`src/rtl/adder_pkg.sv`:
```
// Shared types and op-decoding helpers for the pipelined adder/subtractor.
package adder_pkg;

    typedef enum logic [1:0] {
        ADD  = 2'd0,
        SUB  = 2'd1,
        ADDS = 2'd2,
        SUBS = 2'd3
    } adder_op_t;

    function automatic logic is_sub(input adder_op_t op);
        return (op == SUB) || (op == SUBS);
    endfunction

    function automatic logic is_sat(input adder_op_t op);
        return (op == ADDS) || (op == SUBS);
    endfunction

endpackage

```
`src/rtl/adder_slice.sv`:
```
// Combinational SW-bit add with carry-in; also exposes the carry into its MSB
// so the final slice can derive signed overflow.
module adder_slice #(
    parameter int SW = 8
) (
    input  logic [SW-1:0] a,
    input  logic [SW-1:0] b,
    input  logic          cin,
    output logic [SW-1:0] s,
    output logic          cout,
    output logic          cmsb
);
    logic [SW:0] full;

    assign full = {1'b0, a} + {1'b0, b} + {{SW{1'b0}}, cin};
    assign s    = full[SW-1:0];
    assign cout = full[SW];
    // Sum bit = a ^ b ^ carry-in, so the carry into the MSB falls out directly.
    assign cmsb = a[SW-1] ^ b[SW-1] ^ full[SW-1];

endmodule

```
`src/rtl/pipelined_adder.sv`:
```
// Add/sub/saturating adder with the carry chain cut into STAGES registered
// slices; each stage stalls independently under output back-pressure.
module pipelined_adder
    import adder_pkg::*;
#(
    parameter int WIDTH  = 16,
    parameter int STAGES = 2
) (
    input  logic             clk,
    input  logic             rst_n,
    input  logic             in_valid,
    output logic             in_ready,
    input  logic [WIDTH-1:0] in_a,
    input  logic [WIDTH-1:0] in_b,
    input  logic [1:0]       in_op,
    output logic             out_valid,
    input  logic             out_ready,
    output logic [WIDTH-1:0] out_sum,
    output logic             out_carry,
    output logic             out_ovf
);
    localparam int SW   = WIDTH / STAGES;
    localparam int LAST = STAGES - 1;
    localparam logic [WIDTH-1:0] SAT_MAX = {1'b0, {(WIDTH-1){1'b1}}};
    localparam logic [WIDTH-1:0] SAT_MIN = {1'b1, {(WIDTH-1){1'b0}}};

    adder_op_t         op_in;
    logic [WIDTH-1:0]  b_in;
    logic [STAGES-1:0] v;
    logic [STAGES-1:0] adv;

    assign op_in = adder_op_t'(in_op);
    assign b_in  = is_sub(op_in) ? ~in_b : in_b;

    assign in_ready = adv[0];

    generate
        for (genvar gi = 0; gi < STAGES; gi++) begin : g_stage
            // Operand bits still to be consumed on entry to this stage.
            localparam int REM = WIDTH - gi * SW;

            logic [REM-1:0]         a_src;
            logic [REM-1:0]         b_src;
            adder_op_t              op_src;
            logic                   cin_src;
            logic                   v_src;
            logic [(gi+1)*SW-1:0]   sum_cat;
            logic [SW-1:0]          s_slice;
            logic                   cout_slice;
            logic                   cmsb_slice;

            // A stage may load if it is empty or everything after it can move.
            assign adv[gi] = out_ready || !(&v[LAST:gi]);

            adder_slice #(.SW(SW)) u_slice (
                .a    (a_src[SW-1:0]),
                .b    (b_src[SW-1:0]),
                .cin  (cin_src),
                .s    (s_slice),
                .cout (cout_slice),
                .cmsb (cmsb_slice)
            );

            if (gi == 0) begin : g_head
                assign a_src   = in_a;
                assign b_src   = b_in;
                assign op_src  = op_in;
                assign cin_src = is_sub(op_in);
                assign v_src   = in_valid;
                assign sum_cat = s_slice;
            end else begin : g_body
                assign a_src   = g_stage[gi-1].g_mid.a_reg;
                assign b_src   = g_stage[gi-1].g_mid.b_reg;
                assign op_src  = g_stage[gi-1].g_mid.op_reg;
                assign cin_src = g_stage[gi-1].g_mid.carry_reg;
                assign v_src   = g_stage[gi-1].g_mid.v_reg;
                assign sum_cat = {s_slice, g_stage[gi-1].g_mid.sum_reg};
            end

            if (gi < LAST) begin : g_mid
                logic [REM-SW-1:0]    a_reg;
                logic [REM-SW-1:0]    b_reg;
                logic [(gi+1)*SW-1:0] sum_reg;
                adder_op_t            op_reg;
                logic                 carry_reg;
                logic                 v_reg;
                logic                 unused_cmsb;

                assign unused_cmsb = cmsb_slice;

                always_ff @(posedge clk) begin
                    if (!rst_n) begin
                        a_reg     <= '0;
                        b_reg     <= '0;
                        sum_reg   <= '0;
                        op_reg    <= ADD;
                        carry_reg <= 1'b0;
                        v_reg     <= 1'b0;
                    end else if (adv[gi]) begin
                        a_reg     <= a_src[REM-1:SW];
                        b_reg     <= b_src[REM-1:SW];
                        sum_reg   <= sum_cat;
                        op_reg    <= op_src;
                        carry_reg <= cout_slice;
                        v_reg     <= v_src;
                    end
                end

                assign v[gi] = v_reg;
            end else begin : g_last
                logic [WIDTH-1:0] sum_next;
                logic             ovf_next;
                logic [WIDTH-1:0] sum_reg;
                logic             carry_reg;
                logic             ovf_reg;
                logic             v_reg;

                always_comb begin
                    ovf_next = cmsb_slice ^ cout_slice;
                    sum_next = sum_cat;
                    if (is_sat(op_src) && ovf_next) begin
                        sum_next = sum_cat[WIDTH-1] ? SAT_MAX : SAT_MIN;
                    end
                end

                always_ff @(posedge clk) begin
                    if (!rst_n) begin
                        sum_reg   <= '0;
                        carry_reg <= 1'b0;
                        ovf_reg   <= 1'b0;
                        v_reg     <= 1'b0;
                    end else if (adv[gi]) begin
                        sum_reg   <= sum_next;
                        carry_reg <= cout_slice;
                        ovf_reg   <= ovf_next;
                        v_reg     <= v_src;
                    end
                end

                assign v[gi]     = v_reg;
                assign out_valid = v_reg;
                assign out_sum   = sum_reg;
                assign out_carry = carry_reg;
                assign out_ovf   = ovf_reg;
            end
        end
    endgenerate

endmodule
```
`config.mk`:
```
export PLATFORM = sky130hd
export DESIGN_NAME = pipelined_adder
export DESIGN_NICKNAME = d
export VERILOG_FILES = /design/src/rtl/adder_pkg.sv /design/src/rtl/adder_slice.sv /design/src/rtl/pipelined_adder.sv
export SDC_FILE = /design/constraint.sdc
export NUM_CORES = 1
export LEC_CHECK = 0
export BUFFER_PORTS_ARGS = -buffer_cell sky130_fd_sc_hd__clkbuf_2
export CAP_MARGIN = 10
export CORE_UTILIZATION = 50
export CTS_CLUSTER_DIAMETER = 200
export CTS_CLUSTER_SIZE = 10
export DETAILED_ROUTE_END_ITERATION = 6
export PLACE_DENSITY = 0.73
export RECOVER_POWER = 100
export SKIP_LAST_GASP = 1
export SLEW_MARGIN = 25
export SYNTH_ARGS = -nofsm -noshare
export SYNTH_HDL_FRONTEND = slang
export SYNTH_SLANG_ARGS = --single-unit
```
`constraint.sdc`:
```
create_clock -name clk -period 7.1 [get_ports clk]
set_clock_uncertainty 0.05 [all_clocks]
set_input_delay 0.355 -clock clk [delete_from_list [all_inputs] [get_ports clk]]
set_output_delay 0.355 -clock clk [all_outputs]
set_load 0.01 [all_outputs]
```
==> impl_metrics.json <==
{
  "status": "finished with violations",
  "violations": "DRC",
  "max_freq_mhz": 263,
  "yosysWarnings": 0,
  "peakVddDrop_uv": 107,
  "via_per_inst": 5.35,
  "htree_levels": 2,
  "synth_edf_count": 0,
  "netlist_area_um2": 2630,
  "cts_made_buffers": 5,
  "gr-usage-all-layers_pct": 20.1,
  "hold_viol": 0,
  "synthAdderAreaFrac_pct": 8.94,
  "first_iter_violations": 153,
  "hold_class": "primary input to flip-flop",
  "num_io_pins": 58,
  "antenna_found_initial": 0,
  "async_flop_share_pct": 0,
  "final.min_clock_period_ns": 3.80,
  "synthesis.nets": 341,
  "endpoint_kind": "primary output",
  "postCtsSetupRepairBufs": 0,
  "layout_common_cells": "dfxtp_1, clkbuf_2, nand2_1",
  "io_buffer_count": 57,
  "cts_tree": "yes",
  "final_common_cell": "dfxtp_1",
  "largest_register_ffs": 16,
  "powerDensity_nw_per_um2": 233,
  "layout.cells.non_filler": 404,
  "syn_to_final_growth_pct": 15.5,
  "die_h_um": 74.5,
  "max_slew_margin_pct": 12.7,
  "leakagePower_nw": 1.42,
  "diodes": 0,
  "dp.cells": 396,
  "yosysSeqAreaShare_pct": 35.0,
  "core_area_um2": 5070,
  "clk_latency_ns": 0.30,
  "timing.final.crit_share_pct": 53.6,
  "internal_power_w": 0.000514,
  "ctsHoldBuffers": 0,
  "worst_slew_pin_slew_ns": 1.27,
  "place_congestion": 0.819,
  "synth_compound_area_share_pct": 26.6,
  "synth_simple_gate_area_share_pct": 14.9,
  "setup_tns_ns": 0,
  "ys_types": 47,
  "drt_pre_antenna_iters": 6,
  "drt-total-wl_um": 5250,
  "crit_type": "flip-flop to primary output",
  "ant_nets": 0,
  "routedWlPerCell_um": 13.0,
  "setup_viol": 0,
  "clkSinkCount": 46,
  "comb_power_share_pct": 23.3,
  "crit_required_ns": 6.69,
  "swShare_pct": 27.2,
  "dp_hpwl_um": 3790,
  "p_seq_share_pct": 42.8,
  "cts_root_buffer": "clkbuf_8",
  "start_util_pct": 51.8,
  "maxCapViolCount": 0,
  "critPathMaxFanout": 39,
  "synth_top_family_by_area": "compound AO/OA/AOI/OAI gates",
  "dieArea_um2": 5550,
  "synth_ff_type": "dfxtp_1",
  "place_area_um2": 2930,
  "num-nets-final": 388,
  "vias": 2161,
  "drv_slew": 0,
  "clk_pin_slew_ns": 0.08,
  "rsz0062_at_grt": "no",
  "grt_max_degree": 53,
  "clock_path_buffers": 2,
  "grt_pass1_vias": 1875,
  "syn_inst": 286,
  "synth_xor_area_share_pct": 7.99,
  "start_kind": "flip-flop",
  "grt_pass1_wl_um": 8570,
  "switchingPower_w": 0.000192,
  "final_cell_area_um2": 3040,
  "syn_area_per_cell_um2": 9.20,
  "ctsResizeCount": 0,
  "die_w_um": 74.5,
  "drive_above_1_share_pct": 20.4,
  "rows": 26,
  "muxShareOfSynthArea_pct": 1.33,
  "clockPowerShare_pct": 33.9,
  "ys_ff_latch": 46,
  "drc_errors": 1,
  "grt-ovfl-total": 0,
  "cp.arrival_ns": 3.40
}
==> routing by layer <==
metal / part of all wire, % / wire, um / global-route usage [%] / vias to the layer above
li1: - / - / - / 1118
met1: 53 / 2770 / 29.2 / 976
met2: 42 / 2190 / 29.6 / 59
met3: 4.0 / 212 / 4.20 / 8
met4: 1.5 / 81 / 6.29 / 0
met5: 0 / 0 / 0 / -
==> worst max-delay path, cell delays in order (launching register included) <==
cell	delay [ns]
dfxtp_1	0.34
nand2b_1	0.47
nor2_1	0.24
clkbuf_1	0.66
clkinv_1	1.03
clkbuf_1	0.35
==> cell usage after synthesis (2+ instances only) <==
master    count  area, um^2
a211o_1       2        17.5
nand4b_1      2        17.5
a21o_1        5        37.5
o221a_2      15         169
buf_1         2        7.51
dfxtp_1      46         921
o211a_1      12         120
xor2_1       11        96.3
ha_1         14         175
a21oi_1       7        35.0
nand3_1       9        45.0
nor3_2        2        20.0
fa_1          3        60.1
o21ai_0      10        50.1
clkbuf_1     13        48.8
nor2_1       14        52.6
xnor2_1      13         114
a31oi_1       2        12.5
nand2_1      35         131
o211ai_1      2        15.0
nor2b_1      10        62.6
nand2b_1      2        12.5
a211oi_1      3        22.5
o21a_1        3        22.5
buf_6         2        22.5
a21boi_0     13        97.6
inv_1        14        52.6
==> through the flow <==
stage	setup slack [ns]	utilization (%)	total power, W	hold slack [ns]
after floorplan	4.40	-	0.000428	0.386
after global placement	4.16	57.7	0.000471	0.406
after detailed placement	4.17	57.7	0.000475	0.411
after CTS	4.01	60.5	0.000714	0.216
after global routing	2.98	59.8	0.000741	0.241
final	3.30	59.8	0.000707	0.221
==> area by class of cell <==
class	count	area (um^2)
sequential	46	921
fill	465	2040
inverter	14	52.6
clock inverter	2	60.1
timing repair buffer	58	264
tap	70	87.6
multi-input combinational	208	1570
clock buffer	6	82.6
==> path summary, 6_finish.rpt <==
kind                                            start                                  endpoint  slack (ns)  cells after the start
setup / recovery               out_valid$_SDFFE_PN0P_                                  in_ready        3.30                      5
hold / removal                               in_valid       g_stage[0].g_mid.v_reg$_SDFFE_PN0P_        0.22                      2
setup reg to reg               out_valid$_SDFFE_PN0P_  g_stage[0].g_mid.sum_reg[6]$_SDFFE_PN0P_        3.45                      7
hold reg to reg   g_stage[0].g_mid.v_reg$_SDFFE_PN0P_                    out_valid$_SDFFE_PN0P_        0.41                      2
==> logic make-up after synthesis <==
group / after synthesis
muxes: 3
DFF: 46
xor gates and xnor gates: 24
buffers and inverters: 32
adders and majority gates: 17
AOI/OAI and AO/OA: 83
and+or+nand+nor: 81
==> power by group through the flow <==
stage	Clock, W	Combinational, W	Sequential [W]
after global placement	0	0.000163	0.000308
after CTS	0.000243	0.000168	0.000303
final	0.000240	0.000164	0.000303
after global routing	0.000251	0.000185	0.000306
after detailed placement	0	0.000167	0.000309
after floorplan	0	0.000117	0.000311
No activity file was read; power rests on OpenSTA's default activity.
